$ cat src/rtl/mem_arbiter_if.sv
// Requester-side and memory-controller-side signals of the two-port memory arbiter.
// slave is the arbiter's view; master is the environment's view (requesters plus controller).
interface mem_arbiter_if;
    logic        req0;
    logic        req1;
    logic        type0;
    logic        type1;
    logic [15:0] addr0;
    logic [15:0] addr1;
    logic [15:0] wdata0;
    logic [15:0] wdata1;
    logic        ack0;
    logic        ack1;
    logic        err0;
    logic        err1;
    logic [15:0] rdata;
    logic        busy;
    logic        mem_request;
    logic        mem_request_type;
    logic [15:0] mem_address;
    logic [15:0] mem_write_data;
    logic [15:0] mem_data_in;
    logic        mem_ready;
    logic        mem_write_complete;

    modport slave (
        input  req0, req1, type0, type1, addr0, addr1, wdata0, wdata1,
        input  mem_data_in, mem_ready, mem_write_complete,
        output ack0, ack1, err0, err1, rdata, busy,
        output mem_request, mem_request_type, mem_address, mem_write_data
    );

    modport master (
        output req0, req1, type0, type1, addr0, addr1, wdata0, wdata1,
        output mem_data_in, mem_ready, mem_write_complete,
        input  ack0, ack1, err0, err1, rdata, busy,
        input  mem_request, mem_request_type, mem_address, mem_write_data
    );
endinterface

$ cat src/rtl/mem_arbiter.sv
// Round-robin arbiter sharing one memory-controller request port between two masters,
// one transaction in flight at a time, with a WAIT-state timeout producing an error ack.
module mem_arbiter #(
    parameter int unsigned TIMEOUT = 4096,
    parameter int unsigned TW      = 13
) (
    input  logic         clk,
    input  logic         reset,
    mem_arbiter_if.slave bus
);
    typedef enum logic [1:0] {IDLE, ISSUE, WAIT, DONE} state_t;

    state_t        state_q, state_d;
    logic          owner_q, owner_d;
    logic          last_q, last_d;
    logic          type_q, type_d;
    logic [15:0]   addr_q, addr_d;
    logic [15:0]   wdata_q, wdata_d;
    logic [15:0]   rdata_q, rdata_d;
    logic [TW-1:0] cnt_q, cnt_d;
    logic          ack0_q, ack0_d;
    logic          ack1_q, ack1_d;
    logic          err0_q, err0_d;
    logic          err1_q, err1_d;
    logic          busy_q, busy_d;
    logic          mem_req_q, mem_req_d;

    logic grant1;
    logic hit;
    logic finish;
    logic timed_out;

    always_comb begin
        state_d   = state_q;
        owner_d   = owner_q;
        last_d    = last_q;
        type_d    = type_q;
        addr_d    = addr_q;
        wdata_d   = wdata_q;
        rdata_d   = '0;
        cnt_d     = cnt_q;
        finish    = 1'b0;
        timed_out = 1'b0;
        grant1    = bus.req1 && (!bus.req0 || !last_q);
        hit       = type_q ? bus.mem_write_complete : bus.mem_ready;

        unique case (state_q)
            IDLE: begin
                if (bus.req0 || bus.req1) begin
                    state_d = ISSUE;
                    owner_d = grant1;
                    type_d  = grant1 ? bus.type1  : bus.type0;
                    addr_d  = grant1 ? bus.addr1  : bus.addr0;
                    wdata_d = grant1 ? bus.wdata1 : bus.wdata0;
                end
            end
            ISSUE: begin
                cnt_d   = '0;
                state_d = WAIT;
            end
            WAIT: begin
                // A completion in the final timeout cycle still counts as success.
                if (hit) begin
                    state_d = DONE;
                    finish  = 1'b1;
                    rdata_d = type_q ? 16'h0000 : bus.mem_data_in;
                end else if (cnt_q == TW'(TIMEOUT - 1)) begin
                    state_d   = DONE;
                    finish    = 1'b1;
                    timed_out = 1'b1;
                    rdata_d   = '1;
                end else begin
                    cnt_d = cnt_q + TW'(1);
                end
            end
            DONE: begin
                state_d = IDLE;
                last_d  = owner_q;
            end
            default: state_d = IDLE;
        endcase

        // Outputs are registered, so they are derived from the next state.
        ack0_d    = finish && !owner_q;
        ack1_d    = finish && owner_q;
        err0_d    = timed_out && !owner_q;
        err1_d    = timed_out && owner_q;
        mem_req_d = (state_d == ISSUE);
        busy_d    = (state_d != IDLE);
    end

    always_ff @(posedge clk or negedge reset) begin
        if (!reset) begin
            state_q   <= IDLE;
            owner_q   <= 1'b0;
            last_q    <= 1'b1;
            type_q    <= 1'b0;
            addr_q    <= '0;
            wdata_q   <= '0;
            rdata_q   <= '0;
            cnt_q     <= '0;
            ack0_q    <= 1'b0;
            ack1_q    <= 1'b0;
            err0_q    <= 1'b0;
            err1_q    <= 1'b0;
            busy_q    <= 1'b0;
            mem_req_q <= 1'b0;
        end else begin
            state_q   <= state_d;
            owner_q   <= owner_d;
            last_q    <= last_d;
            type_q    <= type_d;
            addr_q    <= addr_d;
            wdata_q   <= wdata_d;
            rdata_q   <= rdata_d;
            cnt_q     <= cnt_d;
            ack0_q    <= ack0_d;
            ack1_q    <= ack1_d;
            err0_q    <= err0_d;
            err1_q    <= err1_d;
            busy_q    <= busy_d;
            mem_req_q <= mem_req_d;
        end
    end

    assign bus.ack0             = ack0_q;
    assign bus.ack1             = ack1_q;
    assign bus.err0             = err0_q;
    assign bus.err1             = err1_q;
    assign bus.rdata            = rdata_q;
    assign bus.busy             = busy_q;
    assign bus.mem_request      = mem_req_q;
    assign bus.mem_request_type = type_q;
    assign bus.mem_address      = addr_q;
    assign bus.mem_write_data   = wdata_q;
endmodule

$ cat src/flat_wrapper.sv
// flat-port wrapper written by rule: the top's interface ports become plain ports
module mem_arbiter_flat 
#(
    parameter int unsigned TIMEOUT = 4096,
    parameter int unsigned TW      = 13
)
  (clk, reset, bus_req0, bus_req1, bus_type0, bus_type1, bus_addr0, bus_addr1, bus_wdata0, bus_wdata1, bus_mem_data_in, bus_mem_ready, bus_mem_write_complete, bus_ack0, bus_ack1, bus_err0, bus_err1, bus_rdata, bus_busy, bus_mem_request, bus_mem_request_type, bus_mem_address, bus_mem_write_data);
  mem_arbiter_if bus_i ();
  input  logic clk;
  input  logic reset;
  input wire logic [$bits(bus_i.req0)-1:0] bus_req0;
  input wire logic [$bits(bus_i.req1)-1:0] bus_req1;
  input wire logic [$bits(bus_i.type0)-1:0] bus_type0;
  input wire logic [$bits(bus_i.type1)-1:0] bus_type1;
  input wire logic [$bits(bus_i.addr0)-1:0] bus_addr0;
  input wire logic [$bits(bus_i.addr1)-1:0] bus_addr1;
  input wire logic [$bits(bus_i.wdata0)-1:0] bus_wdata0;
  input wire logic [$bits(bus_i.wdata1)-1:0] bus_wdata1;
  input wire logic [$bits(bus_i.mem_data_in)-1:0] bus_mem_data_in;
  input wire logic [$bits(bus_i.mem_ready)-1:0] bus_mem_ready;
  input wire logic [$bits(bus_i.mem_write_complete)-1:0] bus_mem_write_complete;
  output wire logic [$bits(bus_i.ack0)-1:0] bus_ack0;
  output wire logic [$bits(bus_i.ack1)-1:0] bus_ack1;
  output wire logic [$bits(bus_i.err0)-1:0] bus_err0;
  output wire logic [$bits(bus_i.err1)-1:0] bus_err1;
  output wire logic [$bits(bus_i.rdata)-1:0] bus_rdata;
  output wire logic [$bits(bus_i.busy)-1:0] bus_busy;
  output wire logic [$bits(bus_i.mem_request)-1:0] bus_mem_request;
  output wire logic [$bits(bus_i.mem_request_type)-1:0] bus_mem_request_type;
  output wire logic [$bits(bus_i.mem_address)-1:0] bus_mem_address;
  output wire logic [$bits(bus_i.mem_write_data)-1:0] bus_mem_write_data;
  assign bus_i.req0 = bus_req0;
  assign bus_i.req1 = bus_req1;
  assign bus_i.type0 = bus_type0;
  assign bus_i.type1 = bus_type1;
  assign bus_i.addr0 = bus_addr0;
  assign bus_i.addr1 = bus_addr1;
  assign bus_i.wdata0 = bus_wdata0;
  assign bus_i.wdata1 = bus_wdata1;
  assign bus_i.mem_data_in = bus_mem_data_in;
  assign bus_i.mem_ready = bus_mem_ready;
  assign bus_i.mem_write_complete = bus_mem_write_complete;
  assign bus_ack0 = bus_i.ack0;
  assign bus_ack1 = bus_i.ack1;
  assign bus_err0 = bus_i.err0;
  assign bus_err1 = bus_i.err1;
  assign bus_rdata = bus_i.rdata;
  assign bus_busy = bus_i.busy;
  assign bus_mem_request = bus_i.mem_request;
  assign bus_mem_request_type = bus_i.mem_request_type;
  assign bus_mem_address = bus_i.mem_address;
  assign bus_mem_write_data = bus_i.mem_write_data;
  mem_arbiter #(.TIMEOUT(TIMEOUT), .TW(TW)) u_core (.clk(clk), .reset(reset), .bus(bus_i));
endmodule
$ cat config.mk
export PLATFORM = sky130hd
export DESIGN_NAME = mem_arbiter_flat
export DESIGN_NICKNAME = d
export VERILOG_FILES = /design/src/rtl/mem_arbiter_if.sv /design/src/rtl/mem_arbiter.sv /design/src/flat_wrapper.sv
export SDC_FILE = /design/constraint.sdc
export NUM_CORES = 1
export LEC_CHECK = 0
export BUFFER_PORTS_ARGS = -buffer_cell sky130_fd_sc_hd__buf_2
export CORE_MARGIN = 2
export CORE_UTILIZATION = 51
export CTS_CLUSTER_DIAMETER = 60
export DETAILED_ROUTE_END_ITERATION = 7
export PLACE_DENSITY_LB_ADDON = 0.3
export SETUP_SLACK_MARGIN = 0.2
export SYNTH_ARGS = -nofsm -noshare
export SYNTH_HDL_FRONTEND = slang
export SYNTH_SLANG_ARGS = --single-unit
$ cat constraint.sdc
create_clock -name clk -period 3.8 [get_ports clk]
set_clock_uncertainty 0.2 [all_clocks]
set_input_delay 0.57 -clock clk [delete_from_list [all_inputs] [get_ports clk]]
set_output_delay 0.57 -clock clk [all_outputs]
set_load 0.005 [all_outputs]
---- Word level (Yosys, flattened, before mapping) ----
Cells that the tools add are included.
operators by class
  $add $sub $neg .......................... 1
  equality and inequality tests ........... 7
  mux-type cells .......................... 20
  reductions and logical operators ........ 15
operators by type and width
  cell                                                                count
  16-bit 2-to-1 mux                                                   6
  13-bit 2-to-1 mux                                                   2
  13-bit one-hot mux with 2 select lines                              1
  13-bit by 1-bit adder with 13-bit output (second input constant)    1
  13-bit by 12-bit == test with 1-bit output (second input constant)  1
  2-bit one-hot mux with 4 select lines                               1
  1-bit 2-to-1 mux                                                    7
  2-bit 2-to-1 mux                                                    3
  1-bit logical AND                                                   5
  2-bit by 1-bit == test with 1-bit output (second input constant)    2
  2-bit == test (second input constant)                               2
  2-bit != test (second input constant)                               2
  2-bit nonzero test                                                  2
  1-bit logical NOT                                                   3
  3-bit AND reduction                                                 1
  2-bit logical NOT                                                   1
  1-bit logical OR                                                    2
  2-bit AND reduction                                                 1
word-level totals
  flip-flop bits (word level) ............. 72

---- Logic depth before layout (Yosys ltp) ----
  word-level depth ........................ 5
  gate-level depth with buffers ........... 8
  mapped depth without buffers ............ 6

---- Worst setup path after synthesis ----
OpenSTA, ideal clock, no wires.
  kind .................................... register to register
  start ................................... register u_core.state_q[0]
  end ..................................... register u_core.rdata_q[10] (netlist: u_core.bus.rdata[10])
  setup time .............................. 0.065 ns
  data arrival time ....................... 1.784 ns
  required time ........................... 3.535 ns
  path slack .............................. 1.751 ns
  stages on the path, launching flop included .. 9
  period minus slack after synthesis ...... 2.049 ns
  path through ............................ dfrtp_1 -> inv_1 -> ha_1 -> buf_2 -> nand4b_2 -> nor4b_4 -> a2bb2oi_4 -> buf_6 -> o21a_1
between the ends
  longest elaborated chain between the ends .. 2
RTL lines
  element                   RTL line            text
  start: declaration        mem_arbiter.sv:13   state_t state_q, state_d;
  start signal: assignment  mem_arbiter.sv:109  state_q <= state_d;
  2-bit == test             mem_arbiter.sv:47   unique case (state_q)
  16-bit 2-to-1 mux         mem_arbiter.sv:47
  via u_core.rdata_d[10]    mem_arbiter.sv:19   logic [15:0] rdata_q, rdata_d;
  end signal: assignment    mem_arbiter.sv:115  rdata_q <= rdata_d;
  end: declaration          mem_arbiter.sv:19
The timed path passes the listed nets, and every way through them passes these cells.
A chain may end at the register's enable or synchronous reset.

---- Worst setup path in the final report ----
  start ................................... register u_core.state_q[0]
  end ..................................... register u_core.rdata_q[3] (netlist: u_core.bus.rdata[3])
Same word-level chain as after synthesis.

==> qor.yml <==
outcome: "completed"
syn2layout_area_growth_pct: 29.7
cts_buffers: 9
cp.arrival_ns: 2.64
grt_usage_pct: 21.6
overflow: 0
nFillCells: 515
synth-async-reset-ratio_pct: 100
dieArea_um2: 7050
cp_max_fo: 16
vias_per_cell: 5.19
tightest_slew_ns: 0.602
ctsHoldBuffers: 1
h-tree-depth: 3
hold_depth: 2
yosysUniqueCellTypes: 37
core-area_um2: 6280
r2r_cells: 7
portBuffers: 142
holdPathEnd: "u_core.bus.rdata[7]$_DFF_PN0_"
drtPass1Iterations: 4
dpl-instance-area_um2: 4020
multiInputGateArea_um2: 1350
worstReg2RegEnd: "u_core.bus.rdata[3]$_DFF_PN0_"
cts.sinks: 72
synthFlopType: "dfrtp_1"
ys_ff_latch: 72
r2r-start: "u_core.state_q[0]$_DFF_PN0_"
critPathLaunchType: "register"
syn_nets: 389
p_leak_nw: 2.26
setup_violations: 0
dieWidth_um: 83.9
drt-total-wl_um: 7310
grt_pass1_wl_um: 12000
maxSlewViolCount: 0
synthCells: 297
finalHoldViolations: 0
yosysSeqAreaShare_pct: 55.3
yosys_warnings: 0
tritoncts: "yes"
dp_hpwl_um: 5360
drc: 0
holdCritStartpoint: "bus_mem_data_in[7]"
nets: 525
drv_cap: 0
clock.fmax_mhz: 391
clk_pin_slew_ns: 0.08
cts_resized: 0
min_path_type: "in2reg"
cts_root_buf: "clkbuf_8"
tns_ns: 0
rsz0062_at_grt: "no"
initial_utilization_pct: 51.9
avgSynthCellArea_um2: 11.0
r2r_slack_ns: 1.24
regArea_um2: 1800
worstSetupPathType: "reg2reg"
worstSkewPairLatency_ns: 0.35
fin_crit_sh_pct: 67.3
required_ns: 3.88
ir_worst_vdd_mv: 0.411
rows: 29
antenna_found_initial: 0
power_density_nw_per_um2: 654
io_pins: 143
synth_area_um2: 3260
worstSetupEndpointType: "register"
fin_area_um2: 4230
grt_max_degree: 67
drive_above_1_share_pct: 39.3
slew_headroom_pct: 59.9
gp_congestion: 0.815
post-route-util_pct: 67.4
clk_path_buf_depth: 2
num_vias: 2671
grt_pass1_vias: 2609
period_needed_ns: 2.56
synth_edf_count: 0
drt-initial-drc-count: 102
antenna_cells: 0
die_y_um: 83.9
antenna_left: 0
wl_per_cell_um: 14.2
cts_setup_buffers: 0
-- registers in the layout, summed over array words and instances (netlist names) --
register	count
u_core.bus.err1	1
u_core.cnt_q	13
u_core.bus.mem_address	16
u_core.bus.mem_write_data	16
u_core.last_q	1
u_core.bus.rdata	16
u_core.bus.ack1	1
u_core.bus.mem_request	1
u_core.bus.busy	1
u_core.owner_q	1
u_core.bus.err0	1
u_core.state_q	2
u_core.bus.mem_request_type	1
u_core.bus.ack0	1
-- where the power goes --
part / total [mW] / switching [mW] / internal [mW]
sequential: 1.16 / 0.132 / 1.03
combinational: 1.01 / 0.573 / 0.435
clock: 0.591 / 0.288 / 0.302
total: 2.76 / 0.994 / 1.77
-- area by class of cell --
type | count | share of cell area [%]
clock buffer | 9 | 2.93
clock inverter | 7 | 1.72
inverter | 6 | 0.533
multi-input combinational | 196 | 32.0
sequential | 72 | 42.6
tap | 77 | 2.28
timing repair buffer | 148 | 17.9
-- logic make-up (layout without fill, tap and decap cells) --
logic type,Yosys count,in the layout,synth area share [%]
AO/OA/AOI/OAI,90,90,17.9
flip-flops,72,72,55.3
AND/OR/NAND/NOR,67,67,10.5
multiplexers,35,35,10.8
buffers and inverters,29,170,3.92
adder cells (fa/ha/maj),4,4,1.54
-- cells in the mapped netlist, types with 2 or more instances --
cell      instances  area (µm²)
a21oi_1           3        15.0
a31oi_1           4        25.0
a41oi_1           2        17.5
and2_1            4        25.0
and4_1            2        17.5
buf_1             2        7.51
buf_2             9        45.0
clkbuf_1         11        41.3
dfrtp_1          71        1780
ha_1              4        50.1
inv_1             5        18.8
mux2_2            2        22.5
mux2i_1          33         330
nand2_1          38         143
nand2b_1          2        12.5
nand3_1           6        30.0
nand4_1           2        12.5
nor2_1            5        18.8
nor4_1            2        12.5
o21a_1           16         120
o21ai_0          38         190
o21ai_1           3        15.0
o31ai_1          19         143
-- placed cells by master, fill, tap and decap left out, types with 2 or more instances in the layout --
cell	count
a21oi_1	3
a31oi_1	4
a41oi_1	2
and2_1	4
and4_1	2
buf_2	142
buf_4	5
clkbuf_8	9
clkinv_2	2
clkinv_4	2
clkinvlp_4	2
dfrtp_1	71
ha_1	4
inv_1	5
mux2_2	2
mux2i_1	33
nand2_1	38
nand2b_1	2
nand3_1	6
nand4_1	2
nor2_1	5
nor4_1	2
o21a_1	16
o21ai_0	38
o21ai_1	2
o31ai_1	19
-- worst max path at each step --
stage | from | slack (ns) | end | depth (start not counted)
after floorplan | u_core.state_q[0]$_DFF_PN0_ | 1.75 | u_core.bus.rdata[10]$_DFF_PN0_ | 8
after global placement | u_core.state_q[0]$_DFF_PN0_ | 1.39 | u_core.bus.rdata[2]$_DFF_PN0_ | 7
after detailed placement | u_core.state_q[0]$_DFF_PN0_ | 1.27 | u_core.bus.rdata[4]$_DFF_PN0_ | 7
after CTS | u_core.state_q[0]$_DFF_PN0_ | 1.25 | u_core.bus.rdata[3]$_DFF_PN0_ | 7
after global routing | u_core.state_q[0]$_DFF_PN0_ | 1.01 | u_core.bus.rdata[4]$_DFF_PN0_ | 7
final | u_core.state_q[0]$_DFF_PN0_ | 1.24 | u_core.bus.rdata[3]$_DFF_PN0_ | 7
-- worst max-delay path, stage by stage, from the launching register on --
cell,delay [ns]
dfrtp_1,0.40
inv_1,0.09
ha_1,0.32
nand4b_2,0.21
nor4b_4,0.46
buf_4,0.26
a2bb2oi_4,0.37
o21a_1,0.19
-- per-stage QoR --
stage / hold WS [ns] / power [mW] / instances / worst slack, ns
after detailed placement: 0.265 / 2.19 / 498 / 1.27
after floorplan: 0.0744 / 1.77 / 297 / 1.75
after CTS: 0.218 / 2.79 / 515 / 1.25
final: 0.228 / 2.76 / 515 / 1.24
after global routing: 0.223 / 2.99 / 515 / 1.01
after global placement: 0.257 / 2.15 / 498 / 1.39
-- per-layer routing --
| metal | share of wire, % | global-route usage [%] | up-vias |
|---|---|---|---|
| met3 | 5.3 | 5.93 | 14 |
| met5 | 0 | 0 | - |
| met1 | 42 | 27.1 | 1231 |
| met2 | 51 | 34.9 | 96 |
| li1 | - | - | 1330 |
| met4 | 2.2 | 9.82 | 0 |
No activity file was read; power rests on OpenSTA's default activity.
